**config.mk**
```make
export PLATFORM = sky130hd
export DESIGN_NAME = vermibus_arbiter
export DESIGN_NICKNAME = d
export VERILOG_FILES = /design/src/rtl/vermibus_arbiter.sv
export SDC_FILE = /design/constraint.sdc
export NUM_CORES = 1
export LEC_CHECK = 0
export CAP_MARGIN = 15
export CORE_AREA = 8 8 126 128
export DETAILED_ROUTE_END_ITERATION = 7
export DIE_AREA = 0 0 134 136
export GPL_TIMING_DRIVEN = 1
export MAX_ROUTING_LAYER = met4
export SLEW_MARGIN = 15
export SYNTH_ARGS = -nofsm -noshare
export SYNTH_HDL_FRONTEND = slang
export SYNTH_SLANG_ARGS = --single-unit
```
**constraint.sdc**
```tcl
create_clock -name clk -period 1.8 [get_ports clk]
set_clock_uncertainty 0.2 [all_clocks]
set_input_delay 0.45 -clock clk [delete_from_list [all_inputs] [get_ports clk]]
set_output_delay 0.45 -clock clk [all_outputs]
set_load 0.1 [all_outputs]
```
**src/rtl/vermibus_arbiter.sv**
```systemverilog
// Two-requester (ibus/dbus) arbiter sharing a single memory port; dbus has fixed priority.
// Optional ibus starvation guard is built in when VERMIBUS_ARBITER_STARVE_EN is defined.
module vermibus_arbiter #(
  parameter int unsigned STARVE_LIMIT = 4
) (
  input  logic        clk,
  input  logic        reset,
  input  logic        i_valid,
  input  logic [31:0] i_address,
  input  logic [31:0] i_lookahead,
  output logic        i_ready,
  output logic [31:0] i_rdata,
  input  logic        d_valid,
  input  logic [31:0] d_address,
  input  logic [3:0]  d_wstrobe,
  input  logic [31:0] d_wdata,
  output logic        d_ready,
  output logic [31:0] d_rdata,
  output logic        d_irq,
  output logic        m_valid,
  output logic [31:0] m_address,
  output logic [31:0] m_lookahead,
  output logic [3:0]  m_wstrobe,
  output logic [31:0] m_wdata,
  input  logic        m_ready,
  input  logic [31:0] m_rdata,
  input  logic        m_irq
);

  localparam logic [1:0] IDLE    = 2'd0;
  localparam logic [1:0] GRANT_I = 2'd1;
  localparam logic [1:0] GRANT_D = 2'd2;

  // Out-of-range limits are clamped so the 4-bit counter can always reach the threshold.
  localparam int unsigned LIMIT_CLAMP = (STARVE_LIMIT < 32'd1)  ? 32'd1  :
                                        (STARVE_LIMIT > 32'd15) ? 32'd15 : STARVE_LIMIT;
  localparam logic [3:0]  LIMIT_C     = LIMIT_CLAMP[3:0];

  logic [1:0] state_r;
  logic [1:0] state_next_s;
  logic       pick_i_s;
  logic       pick_d_s;
  logic       starve_win_s;

`ifdef VERMIBUS_ARBITER_STARVE_EN
  logic [3:0] starve_cnt_r;

  assign starve_win_s = i_valid && (starve_cnt_r == LIMIT_C);

  // Starvation counter: counts IDLE arbitrations ibus lost to dbus, cleared when ibus wins.
  always_ff @(posedge clk or posedge reset) begin
    if (reset) begin
      starve_cnt_r <= 4'd0;
    end else if (state_r == IDLE) begin
      if (pick_i_s) begin
        starve_cnt_r <= 4'd0;
      end else if (pick_d_s && i_valid) begin
        starve_cnt_r <= starve_cnt_r + 4'd1;
      end
    end
  end
`else
  logic [3:0] unused_limit_s;

  assign unused_limit_s = LIMIT_C;
  assign starve_win_s   = 1'b0;
`endif

  // Winner selection; only consumed while IDLE.
  always_comb begin
    pick_d_s = 1'b0;
    pick_i_s = 1'b0;
    if (d_valid && !starve_win_s) begin
      pick_d_s = 1'b1;
    end else if (i_valid) begin
      pick_i_s = 1'b1;
    end else begin
      pick_d_s = 1'b0;
      pick_i_s = 1'b0;
    end
  end

  // Next-state logic: a grant is held until handshake or until the requester withdraws.
  always_comb begin
    state_next_s = state_r;
    case (state_r)
      IDLE: begin
        if (pick_d_s) begin
          state_next_s = GRANT_D;
        end else if (pick_i_s) begin
          state_next_s = GRANT_I;
        end else begin
          state_next_s = IDLE;
        end
      end
      GRANT_I: begin
        if (!i_valid || m_ready) begin
          state_next_s = IDLE;
        end else begin
          state_next_s = GRANT_I;
        end
      end
      GRANT_D: begin
        if (!d_valid || m_ready) begin
          state_next_s = IDLE;
        end else begin
          state_next_s = GRANT_D;
        end
      end
      default: state_next_s = IDLE;
    endcase
  end

  // State register.
  always_ff @(posedge clk or posedge reset) begin
    if (reset) begin
      state_r <= IDLE;
    end else begin
      state_r <= state_next_s;
    end
  end

  // Memory-side mux and ready routing; decoded straight from the state so reset clears them at once.
  always_comb begin
    m_valid     = 1'b0;
    m_address   = 32'd0;
    m_wstrobe   = 4'd0;
    m_wdata     = 32'd0;
    m_lookahead = i_lookahead;
    i_ready     = 1'b0;
    d_ready     = 1'b0;
    case (state_r)
      IDLE: begin
        m_valid = 1'b0;
      end
      GRANT_I: begin
        m_valid   = i_valid;
        m_address = i_address;
        i_ready   = i_valid & m_ready;
      end
      GRANT_D: begin
        m_valid     = d_valid;
        m_address   = d_address;
        m_wstrobe   = d_wstrobe;
        m_wdata     = d_wdata;
        m_lookahead = d_address;
        d_ready     = d_valid & m_ready;
      end
      default: begin
        m_valid = 1'b0;
      end
    endcase
  end

  assign i_rdata = m_rdata;
  assign d_rdata = m_rdata;
  assign d_irq   = m_irq;

endmodule

```
==> flow_metrics.py, run 1 <==
metrics = {
    "outcome": {
        "outcome": "finished with violations",
        "violations": "negative setup slack",
    },
    "power": {
        "pwr-share-seq_pct": 1.1,
        "p_per_area_mw_per_mm2": 806,
        "internal_power_uw": 2340,
        "p_leak_uw": 0.00262,
        "finalPower_uw": 5190,
        "p_clk_share_pct": 6.5,
        "netSwitchingFraction_pct": 54.9,
        "peakVddDrop_mv": 0.313,
        "p_sw_uw": 2850,
        "comb_power_share_pct": 92.4,
    },
    "cts": {
        "ctsHoldBuffers": 0,
        "htree_levels": 1,
        "root_buffer": "clkbuf_16",
        "cts_buffer_depth": 2,
        "cts_tree": "done",
        "cts_num_sinks": 2,
        "worstSkewPairLatency_ns": 0.22,
        "clk_pin_slew_ns": 0.03,
        "cts_buffers": 3,
    },
    "placed_design": {
        "port_buffers": 239,
        "gp_congestion": 0.745,
        "dp_hpwl_mm": 10.5,
        "pre_cts_ws_ns": -0.322,
        "place_area_mm2": 0.00602,
    },
    "timing": {
        "max-slew-margin-rel_pct": 85.5,
        "slew_violations": 0,
        "timing.final.crit_share_pct": 128,
        "worst_pin_slew_ns": 0.218,
        "setup_slack_ns": -0.511,
        "setup_viol": 103,
        "holdWs_ns": 0.189,
        "fin_crit_ns": 2.31,
        "rsz0062_at_grt": "true",
        "hold_violations": 0,
        "fmax_mhz": 433,
    },
    "synth": {
        "synth_edf_count": 0,
        "syn_area_per_cell_um2": 6.04,
        "yosysSeqAreaShare_pct": 2.79,
        "syn_inst": 297,
        "synth_cell_types": 19,
        "synth.area.top_cells": "buf_4, nand2_1, and2_1, a21boi_1, o21ai_0",
        "yosysTopAreaCell": "buf_4",
        "synth-seq-cells": 2,
        "yosys_warnings": 0,
        "synth_common_cells": "buf_4, nand2_1, and2_1, inv_1, o21ai_0",
        "async_flop_share_pct": 100,
        "synth_flop_cell": "dfrtp_1",
        "netlist.area_leader.share_pct": 29.7,
        "netlist_area_mm2": 0.00179,
        "syn_nets": 472,
        "yosysMostFrequentCell": "buf_4",
    },
    "finish": {
        "area_growth_syn_to_layout_pct": 259,
        "reg_top3": "state_r: 2 flops",
        "final_core_util_pct": 45.8,
        "final_area_mm2": 0.00643,
        "top_register": "state_r",
        "drive_above_1_share_pct": 59.2,
        "nets": 679,
        "diodes": 0,
        "fillers": 1302,
        "largest_reg_flops": 2,
    },
    "worst_setup_path": {
        "startpoint_type": "flop",
        "crit_fanout": 22,
        "cp_cell_sequence": "inv_2 > ha_4 > buf_12 > nand2_2 > a21boi_4 > buf_12",
        "crit_top_cell": "buf_12",
        "rr_startpoint": "state_r[1]",
        "cp_slowest_cell": "dfrtp_1",
        "crit_type": "flop to output port",
        "crit_required_ns": 1.15,
        "crit_start": "state_r[0]",
        "end_kind": "output port",
        "path_delay_family": "buffers and inverters",
        "cp.arrival_ns": 1.66,
        "max_stage_delay_ns": 0.39,
        "worst-path-buf-inv": 3,
    },
    "die": {
        "die_y_um": 136,
        "start_util_pct": 12.8,
        "io_pins": 338,
        "die_w_um": 134,
        "coreArea_mm2": 0.0140,
        "dieArea_mm2": 0.0182,
        "rows": 44,
    },
    "min_path": {
        "hold_path.class": "input port to async pin",
    },
    "route": {
        "first_pass_iters": 2,
        "vias": 2657,
        "drc": 0,
        "routed_wl_mm": 12.7,
        "vias_per_cell": 3.87,
        "antenna_left": 0,
        "post_drt_wl_per_cell_um": 18.5,
        "drt_iter0_markers": 15,
    },
    "grt": {
        "grt_overflow_total": 0,
        "antenna_found_initial": 0,
        "grt_pass1_wl_mm": 19.2,
        "grt_pass1_vias": 3189,
        "grt_max_degree": 23,
        "track_usage_pct": 14.0,
    },
    "flow_run": {
        "max_cap_violations": 0,
    },
}
==> final cells by class <==
type	instances	area (um^2)	share of cell area [%]
repair buffers	285	3990	62.0
clock buffers	3	75.1	1.17
multi-input cells	177	1960	30.5
well taps	184	230	3.58
flip-flops and latches	2	50.0	0.778
inverters	35	131	2.04
==> kinds of logic (layout without fill, tap and decap cells) <==
family	after synthesis	after routing	share of synthesized area, %
AO/OA/AOI/OAI	66	66	24.6
adder cells (fa/ha/maj)	5	5	3.49
buffers and inverters	118	323	40.5
flip-flops	2	2	2.79
multiplexers	1	1	0.628
AND/OR/NAND/NOR	105	105	28.0
==> layout by cell type (no fill, tap or decap) <==
| cell type | netlist | routed |
|---|---|---|
| clkdlybuf4s50_1 | 0 | 136 |
| buf_12 | 0 | 110 |
| and2_4 | 0 | 36 |
| nand2_2 | 0 | 34 |
| inv_1 | 35 | 33 |
| a21boi_4 | 0 | 31 |
| o21ai_4 | 0 | 31 |
| buf_4 | 71 | 29 |
| nand2_1 | 62 | 28 |
| buf_6 | 1 | 5 |
| ha_4 | 0 | 4 |
| nor2b_1 | 5 | 3 |
| clkbuf_16 | 0 | 3 |
| buf_16 | 0 | 3 |
| a22oi_2 | 0 | 2 |
| nor2b_4 | 0 | 2 |
| inv_2 | 0 | 2 |
| o211a_1 | 2 | 2 |
| and3_4 | 0 | 2 |
| bufbuf_16 | 0 | 2 |
| dfrtp_1 | 2 | 2 |
| mux2_4 | 0 | 1 |
| ha_1 | 5 | 1 |
==> timing repair <==
action | CTS | global route
hold endpoints to repair | 0 | 0
pin swaps | 0 | 2
gates resized for setup | 35 | 0
endpoints found under the setup margin | 103 | 103
cloned | 5 | 0
setup buffers | 8 | 1
==> per-stage QoR <==
| stage | setup TNS, ns | instances |
|---|---|---|
| after global routing | -53.31 | 686 |
| after global placement | -23.30 | 669 |
| final | -46.60 | 686 |
| after CTS | -47.55 | 685 |
| after floorplan | -26.82 | 297 |
| after detailed placement | -24.75 | 669 |
==> per-layer routing <==
metal	share of wire [%]	vias to the layer above	track usage, %
met5	0	-	-
met4	1.7	0	4.18
met3	8.0	22	3.81
met2	55	157	26.2
met1	35	1216	13.9
li1	-	1262	-
==> final timing paths <==
| path | end | slack, ns | cells past startpoint |
|---|---|---|---|
| setup / recovery | m_address[16] | -0.51 | 6 |
| hold / removal | state_r[1] | 0.19 | 2 |
| setup reg to reg | state_r[1] | 0.14 | 6 |
| hold reg to reg | state_r[1] | 0.64 | 3 |
| max in group asynchronous | state_r[0] | 1.10 | 2 |
| min in group clk | state_r[1] | 0.64 | 3 |
==> power by group through the flow <==
stage	clock network (uW)	registers, uW	logic [uW]
3_3_place_gp	0	54.7	4540
6_report	336	55.8	4790
2_1_floorplan	0	55.8	3500
5_1_grt	348	56.6	4940
4_1_cts	345	55.7	4840
3_5_place_dp	0	54.8	4570
(Power assumes the default switching activity.)
==> inputs of run 2 (changes only) <==
Settings changed: GPL_ROUTABILITY_DRIVEN set to 0.
==> results of run 2 <==
Final layout, timing and power as in run 1 (identical DEF).
